File: src/rtl/register_file_pkg.sv
// Shared types for the RV32 integer register file: register names, the
// writeback write bundle and a read address/data pair used by decode.
package register_file_pkg;

  localparam int REGISTER_COUNT = 32;
  localparam int XLEN = 32;

  typedef enum logic [4:0] {
    X0,  X1,  X2,  X3,  X4,  X5,  X6,  X7,
    X8,  X9,  X10, X11, X12, X13, X14, X15,
    X16, X17, X18, X19, X20, X21, X22, X23,
    X24, X25, X26, X27, X28, X29, X30, X31
  } register_e;

  typedef struct packed {
    logic            enable;
    register_e       address;
    logic [XLEN-1:0] data;
  } register_file_write_t;

  typedef struct packed {
    register_e       address;
    logic [XLEN-1:0] data;
  } register_file_read_t;

endpackage

File: src/rtl/register_file_scoreboard.sv
// Pending-write scoreboard: one busy flag per register, set by decode
// reservations, cleared by writeback, wiped by flush.
module register_scoreboard
  import register_file_pkg::*;
(
  input  logic                 clk_i,
  input  logic                 rst_i,
  input  register_file_write_t write_i,
  input  logic                 reserve_enable_i,
  input  register_e            reserve_address_i,
  input  logic                 flush_i,
  input  register_e            rs1_address_i,
  input  register_e            rs2_address_i,
  output logic                 rs1_busy_o,
  output logic                 rs2_busy_o
);

  // Bit 0 exists only so x0 can be indexed; it is never set.
  logic [REGISTER_COUNT-1:0] busy_q;
  logic [REGISTER_COUNT-1:0] busy_d;

  always_comb begin
    busy_d = busy_q;
    if (write_i.enable && write_i.address != X0) begin
      busy_d[write_i.address] = 1'b0;
    end
    // Reservation is applied after the clear: it belongs to the younger instruction.
    if (flush_i) begin
      busy_d = '0;
    end else if (reserve_enable_i && reserve_address_i != X0) begin
      busy_d[reserve_address_i] = 1'b1;
    end
  end

  always_ff @(posedge clk_i or posedge rst_i) begin
    if (rst_i) begin
      busy_q <= '0;
    end else begin
      busy_q <= busy_d;
    end
  end

  function automatic logic port_busy(register_e addr);
    if (addr == X0) begin
      return 1'b0;
    end
    return busy_q[addr] & ~(write_i.enable && write_i.address == addr);
  endfunction

  always_comb begin
    rs1_busy_o = port_busy(rs1_address_i);
    rs2_busy_o = port_busy(rs2_address_i);
  end

endmodule

File: src/rtl/register_file.sv
// RV32 architectural register file: x1..x31 storage, x0 hardwired to zero,
// combinational reads with same-cycle write bypass, plus hazard scoreboard.
module register_file #(
  parameter int REGISTER_COUNT = register_file_pkg::REGISTER_COUNT
) (
  input  logic                                    clk_i,
  input  logic                                    rst_i,
  input  register_file_pkg::register_file_write_t write_i,
  input  register_file_pkg::register_e            rs1_address_i,
  input  register_file_pkg::register_e            rs2_address_i,
  output logic [31:0]                             rs1_data_o,
  output logic [31:0]                             rs2_data_o,
  input  logic                                    reserve_enable_i,
  input  register_file_pkg::register_e            reserve_address_i,
  input  logic                                    flush_i,
  output logic                                    rs1_busy_o,
  output logic                                    rs2_busy_o
);

  import register_file_pkg::*;

  logic [31:0] regs_q [1:REGISTER_COUNT-1];
  logic [31:0] regs_d [1:REGISTER_COUNT-1];

  always_comb begin
    regs_d = regs_q;
    if (write_i.enable && write_i.address != X0) begin
      regs_d[write_i.address] = write_i.data;
    end
  end

  always_ff @(posedge clk_i or posedge rst_i) begin
    if (rst_i) begin
      for (int i = 1; i < REGISTER_COUNT; i++) begin
        regs_q[i] <= '0;
      end
    end else begin
      regs_q <= regs_d;
    end
  end

  // Bypass lets decode see a writeback result in the cycle it is presented.
  function automatic logic [31:0] read_port(register_e addr);
    if (addr == X0) begin
      return '0;
    end
    if (write_i.enable && write_i.address == addr) begin
      return write_i.data;
    end
    return regs_q[addr];
  endfunction

  always_comb begin
    rs1_data_o = read_port(rs1_address_i);
    rs2_data_o = read_port(rs2_address_i);
  end

  register_scoreboard u_scoreboard (
    .clk_i             (clk_i),
    .rst_i             (rst_i),
    .write_i           (write_i),
    .reserve_enable_i  (reserve_enable_i),
    .reserve_address_i (reserve_address_i),
    .flush_i           (flush_i),
    .rs1_address_i     (rs1_address_i),
    .rs2_address_i     (rs2_address_i),
    .rs1_busy_o        (rs1_busy_o),
    .rs2_busy_o        (rs2_busy_o)
  );

endmodule

File: config.mk
export PLATFORM = sky130hd
export DESIGN_NAME = register_file
export DESIGN_NICKNAME = d
export VERILOG_FILES = /design/src/rtl/register_file_pkg.sv /design/src/rtl/register_file_scoreboard.sv /design/src/rtl/register_file.sv
export SDC_FILE = /design/constraint.sdc
export NUM_CORES = 2
export LEC_CHECK = 0
export CAP_MARGIN = 20
export CORE_MARGIN = 8
export CORE_UTILIZATION = 45
export CTS_CLUSTER_DIAMETER = 150
export DETAILED_ROUTE_END_ITERATION = 7
export PLACE_DENSITY_LB_ADDON = 0.3
export SYNTH_ARGS = -nofsm -noshare
export SYNTH_HDL_FRONTEND = slang
export SYNTH_HIERARCHICAL = 1
export SYNTH_SLANG_ARGS = --single-unit
File: constraint.sdc
create_clock -name clk_i -period 74.6 [get_ports clk_i]
set_input_delay 14.92 -clock clk_i [delete_from_list [all_inputs] [get_ports clk_i]]
set_output_delay 14.92 -clock clk_i [all_outputs]
set_load 0.02 [all_outputs]
==> summary.md <==
| Metric | Value |
|---|---|
| Row count | 129 |
| Vias in the first global route | 37801 |
| Die Ht | 368 um |
| Antenna viol nets, final | 0 |
| Min Clock Period, post-route | 34.70 ns |
| DP HPWL | 105 mm |
| Post-DR wirelength/cell | 32.3 um |
| Worst R2R Path Depth | 1 |
| Gate power share | 0.214 |
| Synth Area per Inst | 14.3 um^2 |
| Final hold violations | 0 |
| CP Max Fanout | 63 |
| GP Congestion | 0.817 |
| RSZ-0062 raised after global routing | no |
| Worst-Margin Slew | 1.27 ns |
| Final net count | 3917 |
| Worst IR Drop VDD | 0.0180 mV |
| Hold buffer count at CTS | 0 |
| Yosys warnings | 6 |
| CTS root buf | clkbuf_16 |
| Final Max Slew Viols | 0 |
| Area Overhead vs Synth | 11.4% |
| Kind of end point of the critical path | primary output |
| Critical path type | input pin to primary output |
| Die W | 368 um |
| MaxCap Viol Count | 0 |
| Share of cells above drive strength 1 | 0.456 |
| Number of port buffers | 122 |
| Overflow after GRT | 0 |
| First-pass GRT wire length | 266 mm |
| CTS Buf Count | 110 |
| Worst R2R Setup Slack | 73.77 ns |
| Crit path to | rs1_data_o[22] |
| CTS sink count | 1023 |
| Clock Latency Late Sink | 0.71 ns |
| Slew margin rel. | 0.155 |
| Min-delay src | regs_q[375] |
| Clk_skew | 0 ns |
| Net count after synthesis | 3958 |
| Initial DRC count | 4038 |
| Final setup violation count | 0 |
| Final worst path period share | 0.465 |
| EDFF count, synth | 0 |
| Top_reg_cell synth | dfrtp_1 |
| Internal | 1.19 mW |
| Achievable clock frequency | 28.8 MHz |
| Crit start category | input pin |
| Worst Path Arrival | 19.78 ns |
| Htree depth | 3 |
| Post-synthesis instance area | 0.0557 mm^2 |
| Total GRT Usage | 0.261 |
| Util after Layout | 0.504 |
| DRC Markers | 0 |
| IO Pins | 123 |
| Core area | 0.123 mm^2 |
| Sw power | 462 uW |
| Hold crit path type | flop to flop |
| P_leak | 26.5 nW |
| Final setup TNS | 0 ns |
| Sequential fraction of design power | 0.447 |
| Synth top area share | 0.459 |
| Synth area leaders | dfrtp_1, mux2_2, mux4_2 |
| Synth area leader | dfrtp_1 |
| Initial antenna violation count | 7 |
| Clock transition at the registers of the reported paths | 0.06 ns |
| #FFs+latches synth | 1023 |
| Top-count cell post-synth | dfrtp_1 |
| FF-to-FF End | regs_q[614] |
| Clock Path Buffers | 3 |
| Reg2Reg Launch Point | regs_q[614] |
| Initial Utilization | 0.452 |
| Via density | 6.66 |
| Total Die Area | 0.135 mm^2 |
| Power per cell area | 26.6 mW/mm^2 |
| CTS tree | built |
| Seq/Total Area, Yosys | 0.459 |
| Synth cell types | 69 |
| Post-synth top cells | dfrtp_1, mux2_2, mux4_2 |
| Setup bufs post-CTS | 0 |
| Synth Instances | 3901 |
| Largest net degree at the start of global routing | 177 |
| Ys async rst share | 1.00 |
| Switching share of power | 0.280 |
| Outcome | completed |
| CP Data Required Time | 59.68 ns |
| Crit path from | rs1_address_i[1] |
| Post-CTS Resized | 0 |
| Pre-Repair DR Iteration Count | 7 |
| Clock power share | 0.339 |
| DR vias | 37247 |
| Post-Route WL | 180 mm |
[worst max-delay path, stage by stage]
cell             delay (ns)
buf_8                  0.47
buf_4                  0.74
buf_4                  0.76
nor2b_1                0.49
buf_4                  0.32
a22o_1                 0.18
a221oi_1               0.08
or4_1                  0.60
o21ai_1                0.40
clkdlybuf4s50_1        0.71
[registers in the layout, indices dropped and copies added (netlist names)]
signal	flops
regs_q	992
u_scoreboard/busy_q	31
[area by class of cell]
| cell class | instances | area [um^2] |
|---|---|---|
| Fill cell | 10591 | 61200 |
| Clock buffer | 163 | 3300 |
| Inverter | 6 | 30.0 |
| Clock inverter | 39 | 397 |
| Timing Repair Buffer | 258 | 2380 |
| Tap cell | 1637 | 2050 |
| Antenna cell | 3 | 7.51 |
| Sequential cell | 1023 | 25600 |
| Multi-Input combinational cell | 2461 | 28400 |
[how the worst min path moves through the flow]
stage                        endpoint  slack [ns]  cells past startpoint
after floorplan           regs_q[127]        0.47                      1
after global placement    regs_q[368]        0.48                      1
after detailed placement  regs_q[374]        0.49                      1
after CTS                 regs_q[374]        0.51                      1
after global routing      regs_q[368]        0.52                      1
final                     regs_q[375]        0.50                      1
[layer usage]
layer / global-route usage / routed length (um) / share of wire
met1: 0.360 / 74500 / 0.41
met2: 0.405 / 83400 / 0.46
met4: 0.103 / 7710 / 0.043
met3: 0.0544 / 14800 / 0.082
met5: 0 / 33 / 0.00018
[placed cells by master, fill, tap and decap left out, types with 5 or more instances in the layout]
cell             Yosys  final
a31oi_1             19     19
nand2b_1             9      9
a21oi_1             89     89
a221oi_1            32     32
nor3_1              39     39
nor2_4               0     16
nand2_1            108     93
mux4_1               7      7
mux2_2             990    990
o22ai_1             55     55
o211ai_1            17     17
xor2_1              13     13
clkbuf_1           190     19
buf_8                1      6
nand3_1             28     27
a22oi_1             28     28
clkinv_2             0     25
nor4_1              20     20
a22o_1              47     47
dfrtp_1           1023   1023
nor2b_1             11      8
xnor2_1              7      7
clkbuf_8             1     34
nor2_1              88     70
mux2i_1            105    105
clkdlybuf4s50_1      0    114
nand2_2              1     16
bufinv_16            0      5
mux2_1             102    102
mux4_2             431    431
buf_4               36    130
clkbuf_16            0    111
a221o_1             35     35
o21ai_0             73     73
o21ai_1             30     30
nand3b_1            16     16
or4_1               13     13
[power groups by stage]
stage	sequential, mW	combinational, mW	clock, mW
after detailed placement	0.744	0.351	0
final	0.739	0.353	0.560
after global routing	0.751	0.375	0.589
after floorplan	0.720	0.270	0
after CTS	0.734	0.352	0.567
after global placement	0.738	0.344	0
[kinds of logic (layout without fill, tap and decap cells)]
family                 count (synthesis)  after routing  synth area share
buffers and inverters                417            466            0.0356
AND/OR/NAND/NOR                      366            366            0.0325
flip-flops                          1023           1023             0.459
AO/OA/AOI/OAI                        440            440            0.0526
multiplexers                        1635           1635             0.417
other                                  0              3                 0
XOR/XNOR                              20             20           0.00314
[stage by stage]
| step | setup slack (ns) | cell area (um^2) | hold slack (ns) | std cells | power (mW) |
|---|---|---|---|---|---|
| 6_report | 39.90 | 62100 | 0.505 | 5590 | 1.65 |
| 3_5_place_dp | 39.98 | 58300 | 0.492 | 5381 | 1.10 |
| 2_1_floorplan | 31.77 | 55700 | 0.470 | 3901 | 0.989 |
| 4_1_cts | 39.96 | 62000 | 0.506 | 5583 | 1.65 |
| 5_1_grt | 39.83 | 62100 | 0.522 | 5587 | 1.72 |
| 3_3_place_gp | 40.02 | 58300 | 0.482 | 5380 | 1.08 |
Note: power is estimated with default switching activity, not from simulation.
